### config.mk
export PLATFORM = sky130hd
export DESIGN_NAME = cpu_run_controller
export DESIGN_NICKNAME = d
export VERILOG_FILES = /design/src/rtl/cpu_run_controller.sv
export SDC_FILE = /design/constraint.sdc
export NUM_CORES = 1
export LEC_CHECK = 0
export BUFFER_PORTS_ARGS = -buffer_cell sky130_fd_sc_hd__buf_2
export CORE_MARGIN = 2
export CORE_UTILIZATION = 49
export DETAILED_ROUTE_END_ITERATION = 6
export GPL_TIMING_DRIVEN = 1
export PLACE_DENSITY = 0.73
export SYNTH_ARGS = -nofsm -noshare
export SYNTH_HDL_FRONTEND = slang
export SYNTH_SLANG_ARGS = --single-unit
### constraint.sdc
create_clock -name clock -period 2.38 [get_ports clock]
set_input_delay 0.357 -clock clock [delete_from_list [all_inputs] [get_ports clock]]
set_output_delay 0.357 -clock clock [all_outputs]
set_load 0.02 [all_outputs]
### src/rtl/cpu_run_controller.sv
// Run controller for the single-cycle processor: sequences processor reset,
// counts RUN cycles, detects halt (PC stuck) or cycle-budget timeout and
// reports the outcome. Restartable from IDLE or DONE.
module cpu_run_controller #(
  parameter int PC_WIDTH     = 32,
  parameter int CNT_WIDTH    = 32,
  parameter int RESET_CYCLES = 2,
  parameter int MAX_CYCLES   = 1024,
  parameter int HALT_REPEAT  = 2
) (
  input  logic                 clock,
  input  logic                 reset,
  input  logic                 start,
  input  logic                 abort,
  input  logic [PC_WIDTH-1:0]  cpu_pc,
  output logic                 cpu_reset,
  output logic                 busy,
  output logic                 done,
  output logic                 halted,
  output logic                 timeout,
  output logic [CNT_WIDTH-1:0] cycle_count,
  output logic [PC_WIDTH-1:0]  final_pc
);

  localparam int HW = $clog2(RESET_CYCLES + 1);
  localparam int RW = $clog2(HALT_REPEAT + 1);
  localparam logic [HW-1:0]        HOLD_INIT = HW'(RESET_CYCLES - 1);
  localparam logic [RW-1:0]        REP_LAST  = RW'(HALT_REPEAT - 1);
  localparam logic [CNT_WIDTH-1:0] CNT_LAST  = CNT_WIDTH'(MAX_CYCLES - 1);

  typedef enum logic [1:0] {S_IDLE, S_RESET_HOLD, S_RUN, S_DONE} state_t;

  state_t                r_state, w_state_nxt;
  logic [HW-1:0]         r_hold_cnt;
  logic [RW-1:0]         r_rep_cnt;
  logic [PC_WIDTH-1:0]   r_prev_pc;
  logic                  r_pc_valid;
  logic                  r_cpu_reset, r_busy, r_done, r_halted, r_timeout;
  logic [CNT_WIDTH-1:0]  r_cycle_count;
  logic [PC_WIDTH-1:0]   r_final_pc;
  logic                  w_start_run, w_pc_same, w_halt, w_tmo;
  logic                  w_cpu_reset_nxt, w_busy_nxt, w_done_nxt;
  logic [CNT_WIDTH-1:0]  w_cnt_inc;

  // A new run may begin only from IDLE or DONE, and abort always wins.
  assign w_start_run = (r_state == S_IDLE || r_state == S_DONE) && start && !abort;
  // prev_pc is meaningless on the first RUN cycle, hence the valid qualifier.
  assign w_pc_same   = r_pc_valid && (cpu_pc == r_prev_pc);
  assign w_halt      = (r_state == S_RUN) && w_pc_same && (r_rep_cnt == REP_LAST);
  assign w_tmo       = (r_state == S_RUN) && (r_cycle_count == CNT_LAST);
  assign w_cnt_inc   = (&r_cycle_count) ? r_cycle_count : r_cycle_count + 1'b1;

  // State register.
  always_ff @(posedge clock) begin
    if (!reset) r_state <= S_IDLE;
    else        r_state <= w_state_nxt;
  end

  // Next-state logic; abort returns to IDLE from any active state.
  always_comb begin
    w_state_nxt = r_state;
    case (r_state)
      S_IDLE:       if (w_start_run) w_state_nxt = S_RESET_HOLD;
      S_RESET_HOLD: if (abort) w_state_nxt = S_IDLE;
                    else if (r_hold_cnt == '0) w_state_nxt = S_RUN;
      S_RUN:        if (abort) w_state_nxt = S_IDLE;
                    else if (w_halt || w_tmo) w_state_nxt = S_DONE;
      S_DONE:       if (abort) w_state_nxt = S_IDLE;
                    else if (w_start_run) w_state_nxt = S_RESET_HOLD;
      default:      w_state_nxt = S_IDLE;
    endcase
  end

  // Output decode from the next state so the registered outputs track the state.
  always_comb begin
    w_cpu_reset_nxt = (w_state_nxt != S_RUN);
    w_busy_nxt      = (w_state_nxt == S_RESET_HOLD) || (w_state_nxt == S_RUN);
    w_done_nxt      = (w_state_nxt == S_DONE);
  end

  // Registered status outputs.
  always_ff @(posedge clock) begin
    if (!reset) begin
      r_cpu_reset <= 1'b1;
      r_busy      <= 1'b0;
      r_done      <= 1'b0;
    end else begin
      r_cpu_reset <= w_cpu_reset_nxt;
      r_busy      <= w_busy_nxt;
      r_done      <= w_done_nxt;
    end
  end

  // Run datapath: hold counter, cycle counter, PC repeat tracking, result capture.
  always_ff @(posedge clock) begin
    if (!reset) begin
      r_hold_cnt    <= '0;
      r_rep_cnt     <= '0;
      r_prev_pc     <= '0;
      r_pc_valid    <= 1'b0;
      r_halted      <= 1'b0;
      r_timeout     <= 1'b0;
      r_cycle_count <= '0;
      r_final_pc    <= '0;
    end else if (w_start_run) begin
      r_hold_cnt    <= HOLD_INIT;
      r_rep_cnt     <= '0;
      r_pc_valid    <= 1'b0;
      r_halted      <= 1'b0;
      r_timeout     <= 1'b0;
      r_cycle_count <= '0;
      r_final_pc    <= '0;
    end else if (!abort) begin
      if (r_state == S_RESET_HOLD && r_hold_cnt != '0) r_hold_cnt <= r_hold_cnt - 1'b1;
      if (r_state == S_RUN) begin
        r_cycle_count <= w_cnt_inc;
        r_prev_pc     <= cpu_pc;
        r_pc_valid    <= 1'b1;
        r_rep_cnt     <= w_pc_same ? r_rep_cnt + 1'b1 : '0;
        // Halt takes precedence when both end conditions hit on one edge.
        if (w_halt) begin
          r_halted   <= 1'b1;
          r_final_pc <= cpu_pc;
        end else if (w_tmo) begin
          r_timeout  <= 1'b1;
          r_final_pc <= cpu_pc;
        end
      end
    end
  end

  assign cpu_reset   = r_cpu_reset;
  assign busy        = r_busy;
  assign done        = r_done;
  assign halted      = r_halted;
  assign timeout     = r_timeout;
  assign cycle_count = r_cycle_count;
  assign final_pc    = r_final_pc;

endmodule
==> summary.md <==
| Metric | Value |
|---|---|
| Status | `complete, no violations` |
| Final cycle utilization of the critical path | `98.2%` |
| Largest net degree at the start of global routing | `38` |
| Most common flop cell mapped by yosys | `dfxtp_1` |
| Max Clk Rate | `~430 MHz` |
| Worst Skew | `0.0168 ns` |
| Syn avg cell area | `8.64 um^2` |
| Layout Nets | `755` |
| Drc violations | `0` |
| CTS buffer count | `9` |
| Pwr Total | `3.13 mW` |
| Placed insts | `831` |
| Port buffer count | `104` |
| Worst Path Required | `around 2.7 ns` |
| Finish-stage setup viols | `0` |
| Mux contribution to synthesized area | `6.43%` |
| Xor/xnor share of the synthesized area | `8.44%` |
| Mapped Nets | `622` |
| Starting density of the core | `50.8%` |
| Leakage | `2.68 nW` |
| Worst stage delay on the critical path | `0.63 ns` |
| Worst-path clk slew | `0.12 ns` |
| Die width | `105 um` |
| Die height | `about 100 um` |
| Final instance area | `around 6100 um^2` |
| Worst EP arrival | `2.62 ns` |
| Clock Tree Buf Depth | `2` |
| DP Area | `a little under 6000 um^2` |
| Max Slew Vio Count | `0` |
| Synth Area in Compound Gates | `9.97%` |
| Yosys warnings | `0` |
| Worst slack, placed | `-0.122 ns` |
| Crit path max-delay family | `simple AND/OR/NAND/NOR gates` |
| Final ANT Viol Nets | `0` |
| Synth cell types | `55` |
| CORE AREA | `between 9000 and 10000 um^2` |
| Sinks on Clock Net | `108` |
| Die area | `~11000 um^2` |
| Syn Inst Count | `577` |
| Global route overflow | `0` |
| Synthesized cell area | `between 4000 and 5000 um^2` |
| Setup CP Type | `flip-flop to flip-flop` |
| Syn-to-layout area delta | `23.3%` |
| CTS H-tree depth | `3` |
| Setup crit end kind | `flip-flop` |
| Buf/Inv on CP | `0` |
| Max cap viols | `0` |
| Total wire length | `12300 um` |
| Hold Path Class | `input pin to flip-flop` |
| Slew @ Worst Pin | `approximately 0.52 ns` |
| Final hold vios | `0` |
| Async S/R FF share, synth | `0%` |
| TNS Setup | `0 ns` |
| Gr usage total | `22.6%` |
| DRT iter0 DRCs | `~200` |
| Simple-Gate Fraction of Synth Area | `a little over a quarter` |
| Layout Cells excl Fill | `848` |
| Final WS setup | `0.0429 ns` |
| HPWL Detailed | `9110 um` |
| RSZ-0062 raised after global routing | `yes` |
| CTS tree | `yes` |
| Vias in the first global route | `4416` |
| Crit-path max FO | `2` |
| Root Buffer | `clkbuf_8` |
| Seq cells post-synth | `between 100 and 150` |
| Commonest cells after routing, fill and taps aside | `106 x dfxtp_1, 104 x buf_2, 90 x nand2_1` |
| I/O pins | `105` |
| First-pass GRT wire length | `20600 um` |
| Antenna cells | `0` |
| Final Critical Period | `between 2 and 2.5 ns` |
| Slowest stage cell, crit path | `or4_2` |
| Largest family of logic cells by synthesized area | `simple AND/OR/NAND/NOR gates` |
| CP Launch Type | `flip-flop` |
| CP cell instances | `xnor2_2 -> nand4_1 -> or4_2 -> nor2_1 -> a21oi_1 -> a31oi_1 -> ha_1 -> and2_1` |
| Slew margin rel. | `64.7%` |
| Worst VDD drop | `between 0.3 and 0.4 mV` |
| Commonest non-fill, non-tap cell in the layout | `dfxtp_1` |
| EDFF count, synth | `0` |
| Iteration count of the initial detailed-routing pass | `6` |
| Worst Hold Slack | `0.226 ns` |
| Ratio of cells with drive above 1 in the final layout | `25.9%` |
| DR vias/cell | `5.40` |
| Post-Synth Adder-Cell Area | `about 2.3%` |
| P per Cell Area | `509 nW/um^2` |
| Antenna violations before repair | `0` |
| Worst skew pair latency | `0.38 ns` |
| Routed len/inst | `14.6 um` |
| Post-synthesis sequential area ratio | `43.4%` |
| Total number of vias | `~4600` |
| GPL Wtd Cong | `roughly 0.83` |
| Fin util | `a little over three fifths` |
| Rows | `36` |
[Yosys cell counts, drive strengths merged, types with 5 or more instances]
cell,instances,area share (%)
nor2,59,4.4
ha,9,2.3
buf,7,1.0
mux2i,32,6.4
nor3,5,0.50
dfxtp,108,43
inv,12,0.90
nand3,18,1.8
xnor2,30,5.3
a21oi,51,5.3
and4,5,0.88
nand4,21,3.0
and3,7,0.88
nor4,10,1.7
o21ai,15,1.5
nand2,91,6.9
and2,8,1.0
or3,15,2.0
clkbuf,18,1.4
or4,6,1.0
xor2,18,3.2
[what timing repair did]
item	CTS	global route
endpoints found under the setup margin	1	37
pin swaps	0	2
hold buffers	0	0
buffers inserted	0	1
gates resized for setup	2	4
[layer usage]
layer / share of wire, % / wire (um) / global-route usage (%) / vias to the layer above
li1: - / - / - / 2264
met1: 44 / 5440 / 27.8 / 2193
met2: 50 / 6200 / 39.8 / 103
met3: 4.1 / 505 / 4.12 / 19
met4: 1.6 / 201 / 7.05 / 0
met5: 0 / 0 / 0 / -
[sequential cells by signal (all words and copies together) (netlist names)]
register and count:
halted 1, cpu_reset 1, r_hold_cnt 2, r_prev_pc 32
busy 1, r_state 2, done 1, r_rep_cnt 2
cycle_count 32, timeout 1, final_pc 32, r_pc_valid 1
[report_power, final]
group | total (mW) | internal [mW] | switching [mW]
Sequential | 1.81 | 1.81 | 0.00130
Clock | 1.13 | 0.441 | 0.694
Combinational | 0.187 | 0.0757 | 0.111
Total | 3.13 | 2.33 | 0.806
[area by class of cell]
cell class | count | area [um^2]
Tap cell | 133 | 166
Inverter | 13 | 48.8
Clock buffer | 10 | 138
Timing Repair Buffer | 147 | 868
Clock inverter | 6 | 65.1
Multi-Input combinational cell | 431 | 2700
Fill cell | 917 | 3670
Sequential cell | 108 | 2160
[worst reg2reg max path: stages, from the launching register on]
cell     delay, ns
dfxtp_1       0.35
xnor2_2       0.20
nand4_1       0.11
or4_2         0.63
nor2_1        0.18
a21oi_1       0.12
a31oi_1       0.23
ha_1          0.27
and2_1        0.15
[final timing paths]
check        slack (ns)           from  cells past startpoint             to
max                0.04   r_prev_pc[8]                      8           busy
max reg2reg        0.04   r_prev_pc[8]                      8           busy
min                0.23          reset                      2      cpu_reset
min reg2reg        0.47  r_prev_pc[28]                      2  r_prev_pc[28]
[cell families after synthesis]
kind of cell             count (synthesis)
AO/OA/AOI/OAI                           83
XOR/XNOR                                48
adder cells (fa/ha/maj)                  9
buffers and inverters                   38
flip-flops                             108
multiplexers                            32
AND/OR/NAND/NOR                        259
(Power assumes the default switching activity.)
